## src/rtl/regfile_write_arbiter.sv

```systemverilog
// regfile_write_arbiter
// Owns the register file write port. After reset it clears every register
// to zero (one write per cycle, ascending addresses), then arbitrates the
// port round-robin among NREQ writeback requesters.
//
// Handshake: requester i transfers in a cycle where reqValid[i] && grant[i].
// grant is combinational from reqValid and the round-robin pointer, and is
// only ever asserted towards a requester whose reqValid is high. The
// resulting write appears on writeEnable/writeReg/writeData the next cycle.
//
// Optional feature macro: REGFILE_WRITE_ARBITER_BYPASS_EN adds two read-side
// forwarding paths that return the in-flight write data for a matching
// read address.
module regfile_write_arbiter #(
  parameter int n    = 32,
  parameter int r    = 7,
  parameter int NREQ = 3
) (
  input  logic              clk,
  input  logic              reset,
  input  logic [NREQ-1:0]   reqValid,
  input  logic [NREQ*r-1:0] reqReg,
  input  logic [NREQ*n-1:0] reqData,
  output logic [NREQ-1:0]   grant,
  output logic              busy,
  output logic              writeEnable,
  output logic [r-1:0]      writeReg,
  output logic [n-1:0]      writeData
`ifdef REGFILE_WRITE_ARBITER_BYPASS_EN
  ,
  input  logic [r-1:0]      readReg1,
  input  logic [r-1:0]      readReg2,
  input  logic [n-1:0]      readData1,
  input  logic [n-1:0]      readData2,
  output logic [n-1:0]      fwdData1,
  output logic [n-1:0]      fwdData2
`endif
);

  // Pointer width; wraps at NREQ-1, not at a power of two.
  localparam int PW = (NREQ > 1) ? $clog2(NREQ) : 1;
  // Last clear address; clearCnt carries an extra bit so this never wraps.
  localparam logic [r:0] LAST_ADDR = {1'b0, {r{1'b1}}};

  typedef enum logic {
    INIT = 1'b0,
    ARB  = 1'b1
  } state_t;

  state_t          state_q;
  logic [r:0]      clear_cnt_q;
  logic [PW-1:0]   rr_ptr_q;
  logic [PW-1:0]   rr_ptr_d;
  logic            busy_q;
  logic            we_q;
  logic [r-1:0]    wreg_q;
  logic [n-1:0]    wdata_q;

  logic [NREQ-1:0] arb_grant;
  logic            arb_fire;
  logic [PW-1:0]   win_idx;
  logic [r-1:0]    sel_reg;
  logic [n-1:0]    sel_data;

  // Round-robin pick: first valid requester scanning from rr_ptr_q upward,
  // modulo NREQ. Suppressed entirely while the clear sequence runs.
  always_comb begin
    int idx;
    arb_grant = '0;
    arb_fire  = 1'b0;
    win_idx   = '0;
    idx       = 0;
    for (int k = 0; k < NREQ; k++) begin
      idx = int'(rr_ptr_q) + k;
      if (idx >= NREQ) idx = idx - NREQ;
      for (int j = 0; j < NREQ; j++) begin
        if (!arb_fire && (j == idx) && reqValid[j]) begin
          arb_fire     = 1'b1;
          arb_grant[j] = 1'b1;
          win_idx      = PW'(j);
        end
      end
    end
    if (state_q != ARB) begin
      arb_grant = '0;
      arb_fire  = 1'b0;
    end
  end

  // Winner's destination/data, and the pointer position just past the winner.
  always_comb begin
    sel_reg  = '0;
    sel_data = '0;
    for (int j = 0; j < NREQ; j++) begin
      if (arb_grant[j]) begin
        sel_reg  = reqReg[j*r +: r];
        sel_data = reqData[j*n +: n];
      end
    end
    if (win_idx == PW'(NREQ - 1)) rr_ptr_d = '0;
    else                          rr_ptr_d = win_idx + 1'b1;
  end

  // Control FSM: clear every register after reset, then register granted writes.
  always_ff @(posedge clk) begin
    if (reset) begin
      state_q     <= INIT;
      clear_cnt_q <= '0;
      rr_ptr_q    <= '0;
      busy_q      <= 1'b1;
      we_q        <= 1'b0;
      wreg_q      <= '0;
      wdata_q     <= '0;
    end else begin
      case (state_q)
        INIT: begin
          we_q        <= 1'b1;
          wreg_q      <= clear_cnt_q[r-1:0];
          wdata_q     <= '0;
          clear_cnt_q <= clear_cnt_q + 1'b1;
          if (clear_cnt_q == LAST_ADDR) begin
            state_q <= ARB;
            busy_q  <= 1'b0;
          end
        end
        ARB: begin
          we_q <= arb_fire;
          if (arb_fire) begin
            wreg_q   <= sel_reg;
            wdata_q  <= sel_data;
            rr_ptr_q <= rr_ptr_d;
          end
        end
      endcase
    end
  end

  assign grant       = arb_grant;
  assign busy        = busy_q;
  assign writeEnable = we_q;
  assign writeReg    = wreg_q;
  assign writeData   = wdata_q;

`ifdef REGFILE_WRITE_ARBITER_BYPASS_EN
  // Forward the write currently on the port so readers see it one cycle early.
  always_comb begin
    fwdData1 = readData1;
    fwdData2 = readData2;
    if (we_q && (wreg_q == readReg1)) fwdData1 = wdata_q;
    if (we_q && (wreg_q == readReg2)) fwdData2 = wdata_q;
  end
`endif

endmodule
```

## config.mk

```make
export PLATFORM = sky130hd
export DESIGN_NAME = regfile_write_arbiter
export DESIGN_NICKNAME = d
export VERILOG_FILES = /design/src/rtl/regfile_write_arbiter.sv
export SDC_FILE = /design/constraint.sdc
export NUM_CORES = 1
export LEC_CHECK = 0
export CORE_ASPECT_RATIO = 0.5
export CORE_MARGIN = 5
export CORE_UTILIZATION = 39
export CTS_BUF_LIST = sky130_fd_sc_hd__clkbuf_4
export CTS_CLUSTER_DIAMETER = 150
export DETAILED_ROUTE_END_ITERATION = 8
export PLACE_DENSITY = 0.83
export SYNTH_ARGS = -nofsm -noshare
export SYNTH_HDL_FRONTEND = slang
export SYNTH_SLANG_ARGS = --single-unit
```

## constraint.sdc

```tcl
create_clock -name clk -period 2.2 [get_ports clk]
set_input_delay 0.22 -clock clk [delete_from_list [all_inputs] [get_ports clk]]
set_output_delay 0.22 -clock clk [all_outputs]
set_load 0.02 [all_outputs]
```

Yosys cells after proc, flatten, opt, wreduce, memory -nomap -nowiden:

Index checks and enable logic that the tools add are counted.

* add/subtract/negate cells: 7
* eq/ne operators: 9
* magnitude comparators: 3
* multiplexer cells: 44
* shift-type cells: 0
* multiply operators: 0
* bitwise gates (word level): 1
* reduce and logical (&&, ||, !) cells: 30
* div/mod/pow operators: 0

Operator list (count)
* $mux 32: 7
* $eq 2x32->1 const A: 3
* $eq 3x32->1 const A: 3
* $logic_not 32->1: 3
* $pmux 32 s2: 1
* $mux 7: 4
* $mux 1: 21
* $logic_and 1x1->1: 17
* $mux 2: 8
* $pmux 7 s2: 1
* $add 8x1->8 const B: 1
* $eq 8x7->1 const B: 1
* $logic_not 1->1: 8
* $sub 3x2->4 const B: 2
* $ge 3x2->1 const B: 2
* $reduce_and 2->1: 2
* $add 2x1->3 const B: 1
* $add 2x2->3 const B: 1
* $mux 3: 1
* $sub 2x2->3 const B: 1
* $add 2x1->2 const B: 1
* $eq 2x2->1 const B: 1
* $ge 2x2->1 const B: 1
* $ne 2x1->1 const B: 1
* other kinds (2): 2

* flip-flop bits (word level): 52
* ROM bits: 0
* latch bits: 0
* memories kept: 0
* RAM bits: 0
* input port bits: 122

Longest topological paths before layout:

* depth in word-level cells: 43
* depth in mapped cells: 9
* mapped depth without buffers: 7

Worst setup path before layout:

OpenSTA, ideal clock, no wires.

* kind: register -> register
* start: register rr_ptr_q[0]
* end: register wdata_q[10] (netlist: writeData[10])
* library setup time: 122 ps
* buffers on the path: 3
* stages on the path, launching flop included: 10
* data required time: 2078 ps
* arrival: 1869 ps
* path slack: 210 ps
* path through: dfxtp_1 > inv_1 > ha_1 > nor3_1 > or2_0 > buf_4 > nor3_2 > buf_6 > buf_6 > a221o_1

* longest elaborated chain between the ends: 41

Ends and longest elaborated chain
* from (decl): RTL line 52 `logic [PW-1:0] rr_ptr_q;`
* from (signal assigned): RTL line 131 `rr_ptr_q <= rr_ptr_d;`
* $sub 2x2->3 / $ge 2x2->1 (equally long branches): RTL line 75 `if (idx >= NREQ) idx = idx - NREQ;`
* $mux 32: RTL line 75
* $logic_not 32->1: RTL line 77 `if (!arb_fire && (j == idx) && reqValid[j]) begin`
* $logic_and 1x1->1: RTL line 77
* $mux 1: RTL line 77
* $logic_not 1->1: RTL line 77
* $logic_and 1x1->1 (2 in series): RTL line 77
* $mux 1: RTL line 77
* [... 23 more ...]
* $mux 1: RTL line 77
* $logic_not 1->1: RTL line 77
* $logic_and 1x1->1 (2 in series): RTL line 77
* $mux 1: RTL line 77
* $mux 3: RTL line 84 `if (state_q != ARB) begin`
* $mux 32: RTL line 95 `if (arb_grant[j]) begin`
* $mux 32: RTL line 128 `if (arb_fire) begin`
* $pmux 32 s2: RTL line 115 `case (state_q)`
* to (signal assigned): RTL line 130 `wdata_q <= sel_data;`
* to (decl): RTL line 57 `logic [n-1:0] wdata_q;`

Parallel ways exist; a longest one is shown, timed or not. The select of a mux whose other input is x is not followed.
A chain may end at the register's enable or synchronous reset.

Worst setup path after layout:

* start: register rr_ptr_q[0]
* end: output port grant[1]

* longest elaborated chain between the ends: 34

Ends and longest elaborated chain
* $sub 2x2->3 / $ge 2x2->1 (equally long branches): RTL line 75
* $mux 32: RTL line 75
* $logic_not 32->1: RTL line 77
* $logic_and 1x1->1: RTL line 77
* $mux 1: RTL line 77
* $logic_not 1->1: RTL line 77
* $logic_and 1x1->1 (2 in series): RTL line 77
* $mux 1: RTL line 77
* [... 15 more ...]
* $mux 1: RTL line 77
* $logic_not 1->1: RTL line 77
* $logic_and 1x1->1 (2 in series): RTL line 77
* $mux 1: RTL line 77
* $logic_not 1->1: RTL line 77
* $logic_and 1x1->1 (2 in series): RTL line 77
* $mux 1 *: RTL line 77
* $mux 3 *: RTL line 84
* to (decl): RTL line 24 `output logic [NREQ-1:0] grant,`

Mark *: on every way between the ends. The rest lies on a longest branch, timed or not.

==> results.sh <==
export IMPL_placedCellCount=579
export IMPL_required_ns=1.98
export IMPL_synth_nets=461
export IMPL_grt_max_degree=40
export IMPL_wirelength_um=10700
export IMPL_gr_usage_met1_pct=30.0
export IMPL_instances_no_fill=587
export IMPL_arrival_ns=1.97
export IMPL_drv_slew=0
export IMPL_drcViolationCount=0
export IMPL_grtUsageTotal_pct=23.2
export IMPL_io_pin_count=166
export IMPL_layout_common_cells="clkdlybuf4s50_1, dfxtp_1, nand2_1"
export IMPL_syn_inst=336
export IMPL_ys_ff_latch=52
export IMPL_insertion_delay_ns=0.40
export IMPL_cts_sinks=52
export IMPL_die_h_um=69.6
export IMPL_diodes=0
export IMPL_cts_clk_slew_worst_paths_ns=0.16
export IMPL_ir_worst_vdd_mv=0.244
export IMPL_holdBufCountCts=0
export IMPL_clockBufferDepth=2
export IMPL_timing_max_cap_violations=0
export IMPL_worstSetupStartpointType="register"
export IMPL_avgSynthCellArea_um2=8.23
export IMPL_setup_slack_ns=0.00944
export IMPL_grt_ovfl_total=0
export IMPL_first_iter_violations=290
export IMPL_dr_pass1_iters=7
export IMPL_max_freq_mhz=457
export IMPL_via_count=3308
export IMPL_antenna_found_initial=0
export IMPL_skew_ns=0.0144
export IMPL_vias_per_cell=5.64
export IMPL_finalCritPeriodShare_pct=99.6
export IMPL_ys_types=39
export IMPL_crit_type="register to output pin"
export IMPL_use_met2_pct=39.1
export IMPL_dp_hpwl_um=7990
export IMPL_final_common_cell="clkdlybuf4s50_1"
export IMPL_wl_per_cell_um=18.3
export IMPL_clk_root_buffer_cell="clkbuf_4"
export IMPL_die_w_um=129
export IMPL_numCtsBuffers=5
export IMPL_min_period_ns=2.19
export IMPL_power_density_nw_per_um2=451
export IMPL_yosys_warnings=0
export IMPL_tightest_slew_ns=0.320
export IMPL_layout_nets=619
export IMPL_hold_viol=0
export IMPL_place_congestion=0.932
export IMPL_rows=21
export IMPL_start_util_pct=40.8
export IMPL_finish_utilization_pct=69.7
export IMPL_dieArea_um2=8980
export IMPL_layout_drive_gt1_share_pct=8.08
export IMPL_grt_busiest_layer="met2"
export IMPL_cp_end_kind="output pin"
export IMPL_area_growth_syn_to_layout_pct=70.7
export IMPL_grt_pass1_wl_um=16800
export IMPL_setup_tns_ns=0
export IMPL_cts_htree_levels=2
export IMPL_min_delay_path_class="primary input to register"
export IMPL_grt_pass1_vias=3230
export IMPL_netlist_area_um2=2770
export IMPL_status="completed"
export IMPL_critPathMaxFanout=5
export IMPL_pre_cts_ws_ns=0.0507
export IMPL_grtUsageMet3_pct=4.69
export IMPL_ant_nets=0
export IMPL_port_buffers=165
export IMPL_ys_seq_area_share_pct=37.6
export IMPL_leakage_nw=1.64
export IMPL_rsz0062_at_grt="true"
export IMPL_core_area_um2=6780
export IMPL_cts_tree="yes"
export IMPL_finalSetupViolations=0
export IMPL_maxSlewHeadroom_pct=78.4
routing by layer:
metal | vias up | wire (um) | part of all wire (%)
li1 | 1591 | - | -
met1 | 1567 | 4490 | 42
met2 | 130 | 5420 | 50
met3 | 20 | 619 | 5.8
met4 | 0 | 213 | 2.0
met5 | - | 0 | 0
sequential cells by signal, summed over array words and instances (netlist names):
| name | flops |
|---|---|
| rr_ptr_q | 2 |
| writeReg | 7 |
| state_q | 1 |
| writeEnable | 1 |
| writeData | 32 |
| clear_cnt_q | 8 |
| busy | 1 |
area by class of cell:
type,instances,area [um2]
fillers,541,2060
inverters,3,11.3
clock inverters,3,90.1
well taps,92,115
clock buffers,5,37.5
multi-input cells,248,1580
repair buffers,184,1850
flip-flops and latches,52,1040
logic make-up (layout without fill, tap and decap cells):
logic type                 after synthesis  in the layout  synth area share, %
and+or+nand+nor                         98             98                 16.1
AOI/OAI and AO/OA                      141            141                 36.6
DFF                                     52             52                 37.6
buffers and inverters                   36            195                 6.29
xor gates and xnor gates                 4              4                 1.27
adders and majority gates                3              3                 1.36
muxes                                    2              2                0.724
path summary, 6_finish.rpt:
| path | cells past startpoint | slack [ns] | to | start |
|---|---|---|---|---|
| min | 2 | 0.42 | writeData[9]$_SDFFE_PP0P_ | reqData[73] |
| min reg2reg | 2 | 0.48 | rr_ptr_q[0]$_SDFFE_PP0P_ | rr_ptr_q[0]$_SDFFE_PP0P_ |
| max | 6 | 0.009 | grant[1] | rr_ptr_q[0]$_SDFFE_PP0P_ |
| max reg2reg | 9 | 0.06 | writeReg[0]$_SDFFE_PP0P_ | rr_ptr_q[1]$_SDFFE_PP0P_ |
stage by stage:
stage | area, um2 | hold slack (ns) | power, mW
floorplan | 2770 | 0.358 | 1.09
global placement | 4600 | 0.447 | 1.35
detailed placement | 4600 | 0.468 | 1.35
CTS | 4720 | 0.400 | 2.13
global route | 4720 | 0.391 | 2.20
finish | 4720 | 0.417 | 2.13
repair_timing:
item	CTS	global route
resized for setup	11	4
setup buffers	0	0
pin swaps	1	0
endpoints found under the setup margin	3	31
endpoints found under the hold margin	0	0
critical path: stages, from the launching register on:
cell,delay (ns)
dfxtp_2,0.37
inv_1,0.04
ha_1,0.35
o21ba_2,0.26
a22oi_2,0.19
nor2_1,0.09
clkdlybuf4s15_2,0.26
synthesized netlist by cell type (all sizes together):
library cell   n  share of area, %
nand2         49               6.6
o31ai          1              0.27
and3           1              0.23
a22oi          1              0.45
a221o         38                14
nand4          2              0.45
mux2i          2              0.72
o211ai        33               9.0
clkbuf        19               2.6
a21oi         45               8.1
dfxtp         52                38
xor2           3              0.95
or3            3              0.68
or2            1              0.23
nor2b          6               1.4
a21boi         1              0.27
a22o           1              0.32
nor3           4              0.90
o22ai          1              0.23
nand3         10               1.8
nand2b         5               1.1
nor2          14               1.9
a2111oi        1              0.54
inv            2              0.27
and2           2              0.50
xnor2          1              0.32
clkinv         1              0.14
a31oi          1              0.23
buf           14               3.3
o21ba          1              0.36
and4           1              0.32
ha             3               1.4
o21ai         17               3.1
report_power, final:
| part | leakage (nW) | internal [mW] | total, mW | switching (mW) |
|---|---|---|---|---|
| logic | 1.16 | 0.249 | 0.377 | 0.128 |
| clock network | 0.0654 | 0.468 | 0.793 | 0.325 |
| registers | 0.421 | 0.951 | 0.959 | 0.00765 |
(Power assumes the default switching activity.)
